File: config.mk
export PLATFORM = sky130hd
export DESIGN_NAME = sprite_layer_renderer
export DESIGN_NICKNAME = d
export VERILOG_FILES = /design/src/rtl/sprite_layer_renderer.sv
export SDC_FILE = /design/constraint.sdc
export NUM_CORES = 1
export LEC_CHECK = 0
export CAP_MARGIN = 10
export CELL_PAD_IN_SITES_DETAIL_PLACEMENT = 1
export CELL_PAD_IN_SITES_GLOBAL_PLACEMENT = 1
export CORE_UTILIZATION = 45
export CTS_BUF_LIST = sky130_fd_sc_hd__clkbuf_16
export DETAILED_ROUTE_END_ITERATION = 6
export PLACE_DENSITY = 0.86
export SLEW_MARGIN = 10
export SYNTH_ARGS = -nofsm -noshare
export SYNTH_HDL_FRONTEND = slang
export SYNTH_SLANG_ARGS = --single-unit
File: constraint.sdc
create_clock -name vga_clk -period 13.1 [get_ports vga_clk]
set_input_delay 3.93 -clock vga_clk [delete_from_list [all_inputs] [get_ports vga_clk]]
set_output_delay 3.93 -clock vga_clk [all_outputs]
set_load 0.01 [all_outputs]
File: src/rtl/sprite_layer_renderer.sv
// Scaled, animated, palette-indexed sprite overlay on a background pixel stream.
// Three-stage pipeline around an external synchronous ROM and combinational palette.
module sprite_layer_renderer #(
    parameter int unsigned SPRITE_W    = 50,
    parameter int unsigned SPRITE_H    = 50,
    parameter int unsigned SCALE_SHIFT = 1,
    parameter int unsigned FRAMES      = 4,
    parameter int unsigned ANIM_DIV    = 8,
    parameter int unsigned IDX_W       = 2,
    parameter int unsigned ADDR_W      = 14,
    parameter int unsigned TRANSP_IDX  = 0
) (
    input  logic              vga_clk,
    input  logic              reset_n,
    input  logic [9:0]        DrawX,
    input  logic [9:0]        DrawY,
    input  logic              blank,
    input  logic              frame_start,
    input  logic [9:0]        sprite_x,
    input  logic [9:0]        sprite_y,
    input  logic              sprite_en,
    input  logic              flip_h,
    input  logic [3:0]        bg_red,
    input  logic [3:0]        bg_green,
    input  logic [3:0]        bg_blue,
    output logic [ADDR_W-1:0] rom_addr,
    input  logic [IDX_W-1:0]  rom_q,
    input  logic [3:0]        pal_red,
    input  logic [3:0]        pal_green,
    input  logic [3:0]        pal_blue,
    output logic [3:0]        red,
    output logic [3:0]        green,
    output logic [3:0]        blue,
    output logic              sprite_hit
);

    localparam int unsigned FRAME_W = (FRAMES > 1) ? $clog2(FRAMES) : 1;
    localparam int unsigned DIV_W   = (ANIM_DIV > 1) ? $clog2(ANIM_DIV) : 1;

    localparam logic [10:0]        SPAN_X     = 11'(SPRITE_W << SCALE_SHIFT);
    localparam logic [10:0]        SPAN_Y     = 11'(SPRITE_H << SCALE_SHIFT);
    localparam logic [10:0]        COL_MAX    = 11'(SPRITE_W - 1);
    localparam logic [ADDR_W-1:0]  FRAME_SZ   = ADDR_W'(SPRITE_W * SPRITE_H);
    localparam logic [ADDR_W-1:0]  ROW_SZ     = ADDR_W'(SPRITE_W);
    localparam logic [DIV_W-1:0]   DIV_LAST   = DIV_W'(ANIM_DIV - 1);
    localparam logic [FRAME_W-1:0] FRAME_LAST = FRAME_W'(FRAMES - 1);
    localparam logic [IDX_W-1:0]   TRANSP     = IDX_W'(TRANSP_IDX);

    // Shadow copies of the sprite request, frozen for the whole video frame
    logic [9:0]         sx_q, sx_d;
    logic [9:0]         sy_q, sy_d;
    logic               en_q, en_d;
    logic               flip_q, flip_d;
    logic [DIV_W-1:0]   div_q, div_d;
    logic [FRAME_W-1:0] frame_q, frame_d;

    logic [ADDR_W-1:0]  addr_q, addr_d;
    logic               s1_inside_q, s1_inside_d;
    logic               s1_blank_q;
    logic [11:0]        s1_bg_q;
    logic               s2_inside_q;
    logic               s2_blank_q;
    logic [11:0]        s2_bg_q;
    logic [11:0]        rgb_q, rgb_d;
    logic               hit_q, hit_d;

    logic [10:0] x_ext, y_ext, sx_ext, sy_ext;
    logic [10:0] dx, dy, col_raw, col, row;
    logic        in_x, in_y;

    always_comb begin
        sx_d    = sx_q;
        sy_d    = sy_q;
        en_d    = en_q;
        flip_d  = flip_q;
        div_d   = div_q;
        frame_d = frame_q;
        if (frame_start) begin
            sx_d   = sprite_x;
            sy_d   = sprite_y;
            en_d   = sprite_en;
            flip_d = flip_h;
            if (div_q == DIV_LAST) begin
                div_d   = '0;
                frame_d = (frame_q == FRAME_LAST) ? '0 : frame_q + FRAME_W'(1);
            end else begin
                div_d = div_q + DIV_W'(1);
            end
        end
    end

    // 11-bit compare so a sprite near the right/bottom edge clips instead of wrapping
    always_comb begin
        x_ext   = {1'b0, DrawX};
        y_ext   = {1'b0, DrawY};
        sx_ext  = {1'b0, sx_q};
        sy_ext  = {1'b0, sy_q};
        dx      = x_ext - sx_ext;
        dy      = y_ext - sy_ext;
        in_x    = (x_ext >= sx_ext) && (x_ext < sx_ext + SPAN_X);
        in_y    = (y_ext >= sy_ext) && (y_ext < sy_ext + SPAN_Y);
        col_raw = dx >> SCALE_SHIFT;
        row     = dy >> SCALE_SHIFT;
        col     = flip_q ? (COL_MAX - col_raw) : col_raw;
        s1_inside_d = in_x && in_y && en_q;
        addr_d      = '0;
        if (s1_inside_d) begin
            addr_d = FRAME_SZ * ADDR_W'(frame_q) + ROW_SZ * ADDR_W'(row) + ADDR_W'(col);
        end
    end

    always_comb begin
        rgb_d = s2_bg_q;
        hit_d = 1'b0;
        if (!s2_blank_q) begin
            rgb_d = '0;
        end else if (s2_inside_q && (rom_q != TRANSP)) begin
            rgb_d = {pal_red, pal_green, pal_blue};
            hit_d = 1'b1;
        end
    end

    always_ff @(posedge vga_clk or negedge reset_n) begin
        if (!reset_n) begin
            sx_q        <= '0;
            sy_q        <= '0;
            en_q        <= 1'b0;
            flip_q      <= 1'b0;
            div_q       <= '0;
            frame_q     <= '0;
            addr_q      <= '0;
            s1_inside_q <= 1'b0;
            s1_blank_q  <= 1'b0;
            s1_bg_q     <= '0;
            s2_inside_q <= 1'b0;
            s2_blank_q  <= 1'b0;
            s2_bg_q     <= '0;
            rgb_q       <= '0;
            hit_q       <= 1'b0;
        end else begin
            sx_q        <= sx_d;
            sy_q        <= sy_d;
            en_q        <= en_d;
            flip_q      <= flip_d;
            div_q       <= div_d;
            frame_q     <= frame_d;
            addr_q      <= addr_d;
            s1_inside_q <= s1_inside_d;
            s1_blank_q  <= blank;
            s1_bg_q     <= {bg_red, bg_green, bg_blue};
            s2_inside_q <= s1_inside_q;
            s2_blank_q  <= s1_blank_q;
            s2_bg_q     <= s1_bg_q;
            rgb_q       <= rgb_d;
            hit_q       <= hit_d;
        end
    end

    assign rom_addr   = addr_q;
    assign red        = rgb_q[11:8];
    assign green      = rgb_q[7:4];
    assign blue       = rgb_q[3:0];
    assign sprite_hit = hit_q;

endmodule
==> reports/qor.csv <==
stage;metric;value;unit
placement;io_buffers;98;
drt;wirelength;15.0;mm
finish;areaGrowthSynthToFinish;25.4;%
synthesis;yosysTopAreaCell;dfrtp_1;
synthesis;yosys-top-cells-area;dfrtp_1 (35%), ha_1 (19%), xnor2_1 (6.4%);
finish;fin_cells;886;
drt;vias;4732;
sta;finalWorstSetupSlack;3550;ps
sta;setup_viol;0;
global_routing;gr-total-overflow;0;
placement;dp.cells;870;
synthesis;syn_nets;784;
worst_setup_path;cp.required;13350;ps
worst_hold_path;min_from;s1_bg_q[10];
worst_setup_path;cp-start-kind;primary input;
global_routing;grt_max_degree;83;
worst_setup_path;cp-end-kind;register;
drt;dr.pass1.iters;4;
sta;rsz0062_at_grt;false;
synthesis;ys.flop_type;dfrtp_1;
synthesis;synth.distinct_cells;52;
power_and_ir_drop;p_leak;3.52;nW
finish;nets;884;
cts;cts_root_buffer;clkbuf_16;
drt;drc;0;
sta;achievable-frequency;0.105;GHz
worst_setup_path;r2r_setup_slack;7220;ps
synthesis;netlist_top_cells_count;ha_1 (88), dfrtp_1 (82), inv_1 (77);
worst_setup_path;r2r_cells;21;
cts;cts_buffers;9;
placement;place_ws;3240;ps
worst_hold_path;hold-path-endpoint;s2_bg_q[10];
global_routing;grt_pass1_vias;5301;
run_status;status;completed;
synthesis;syn-mean-instance-area;9.67;µm²
worst_setup_path;rr_startpoint;sy_q[0];
sta;period_share;72.9;%
global_routing;grt_pass1_wl;24.7;mm
synthesis;synth_most_common_cell;ha_1;
drt;wl_per_cell;17.0;µm
placement;hpwl;12.1;mm
floorplan;core;0.0127;mm²
finish;num_antenna_cells;0;
placement;gp_congestion;0.834;
cts;insertion_delay;350;ps
worst_setup_path;crit_arrival;9800;ps
sta;min_period;9550;ps
synthesis;synthesis.area;0.00589;mm²
finish;utilization;58.3;%
global_routing;grt_util_all_layers;24.0;%
sta;finalMaxSlewViolations;0;
synthesis;ys.warnings.count;0;
sta;maxSlewHeadroom;31.9;%
worst_setup_path;critPathMaxFanout;4;
synthesis;ys_ff_latch;82;
finish;layout-drive-gt1-share;4.62;%
drt;ant_nets;0;
worst_setup_path;crit-reg2reg-capture;rom_addr[12];
cts;clkSlewWorstSetupHoldPaths;60;ps
cts;cts_resized;0;
floorplan;rows;41;
finish;fin_area;0.00738;mm²
sta;whs;348;ps
floorplan;die_x;116;µm
synthesis;syn-instance-count;609;
cts;cts_setup_buffers;0;
synthesis;synth-async-reset-ratio;100;%
synthesis;netlist.area_leader.share;34.8;%
drt;drtIter0Drc;146;
floorplan;dieArea;0.0135;mm²
cts;hold_buffers;0;
cts;cts_max_level;3;
global_routing;grt_antenna_before_repair;0;
power_and_ir_drop;power.density;303;mW/mm²
floorplan;io_pins;99;
worst_setup_path;worstSetupPathType;in -> reg;
worst_hold_path;hold_class;reg -> reg;
power_and_ir_drop;irDropWorstVdd;0.000212;V
cts;clkSinkCount;82;
cts;tritoncts;yes;
drt;viasPerCell;5.34;
synthesis;synth_edf_count;0;
sta;clock_skew;6.04;ps
worst_hold_path;whs_path_depth;0;
sta;hold_viol;0;
placement;placed_area;0.00705;mm²
sta;worst_pin_slew;1020;ps
cts;clk_path_buf_depth;2;
sta;setup_tns;0;ps
floorplan;die_y;116;µm
power_and_ir_drop;power;2.24;mW
run;cap_violations;0;
floorplan;start_util;46.5;%
synthesis;synth_seq_area_share;34.8;%
flip-flops by register name, indices dropped and copies added, names as in the netlist, 2 cells and up:
name and count:
s1_bg_q 12, s2_bg_q 12, rom_addr 14, rgb_q 12, sx_q 10, frame_q 2, sy_q 10, div_q 3
critical path, cell delays in order:
cell,delay [ps]
clkdlybuf4s50_1,400
inv_1,60
ha_1,150
inv_1,50
fa_1,420
a21o_1,220
a21oi_1,250
xnor2_1,170
ha_1,270
ha_1,330
fa_1,470
ha_1,350
nor2b_1,160
o21ai_0,300
nand2b_1,130
xnor2_1,160
fa_1,490
inv_1,40
ha_1,350
a21oi_1,180
o21ai_0,190
or4b_1,520
a31oi_1,210
per-layer routing:
layer | global-route usage (%) | routed length, µm
met2 | 46.7 | 8140
met4 | 8.55 | 295
met3 | 4.57 | 614
met5 | 0 | 0
met1 | 25.4 | 5980
final cells by class:
cell class	instances	area [µm²]
Tap cell	172	215
Multi-Input combinational cell	438	3500
Clock buffer	9	225
Timing Repair Buffer	100	993
Fill cell	1461	5290
Sequential cell	82	2050
Clock inverter	7	105
Inverter	78	293
placed cells by master (no fill, tap or decap), types with 4 or more instances in the layout:
cell type	count
a21boi_0	13
a21o_1	16
a21oi_1	31
clkbuf_16	9
clkdlybuf4s50_1	97
dfrtp_1	82
fa_1	15
ha_1	88
inv_1	77
mux2_2	7
nand2_1	57
nand2b_1	6
nand3_1	5
nand4_1	9
nor2_1	31
nor2b_1	4
nor3_1	7
o21a_1	8
o21ai_0	32
o21bai_1	5
xnor2_1	43
xor2_1	10
report_power, final:
part | switching (mW) | internal [mW] | leakage (nW)
registers | 0.0209 | 0.283 | 1.02
clock network | 0.112 | 0.170 | 0.159
logic | 0.897 | 0.757 | 2.34
total | 1.03 | 1.21 | 3.52
logic make-up after synthesis:
logic type	after synthesis	synth area share, %
adder cells (fa/ha/maj)	103	23.8
flip-flops	82	34.8
AO/OA/AOI/OAI	135	14.9
XOR/XNOR	54	8.27
buffers and inverters	89	5.69
AND/OR/NAND/NOR	138	11.0
multiplexers	8	1.51
worst max path at each step:
stage,startpoint,to,depth (start not counted)
3_5_place_dp,DrawY[0],rom_addr[13],26
5_1_grt,DrawY[0],rom_addr[12],23
2_1_floorplan,DrawY[0],rom_addr[13],25
6_report,DrawY[0],rom_addr[12],23
4_1_cts,DrawY[0],rom_addr[12],23
3_3_place_gp,DrawY[0],rom_addr[13],26
Power figures use the tool's default switching activity.
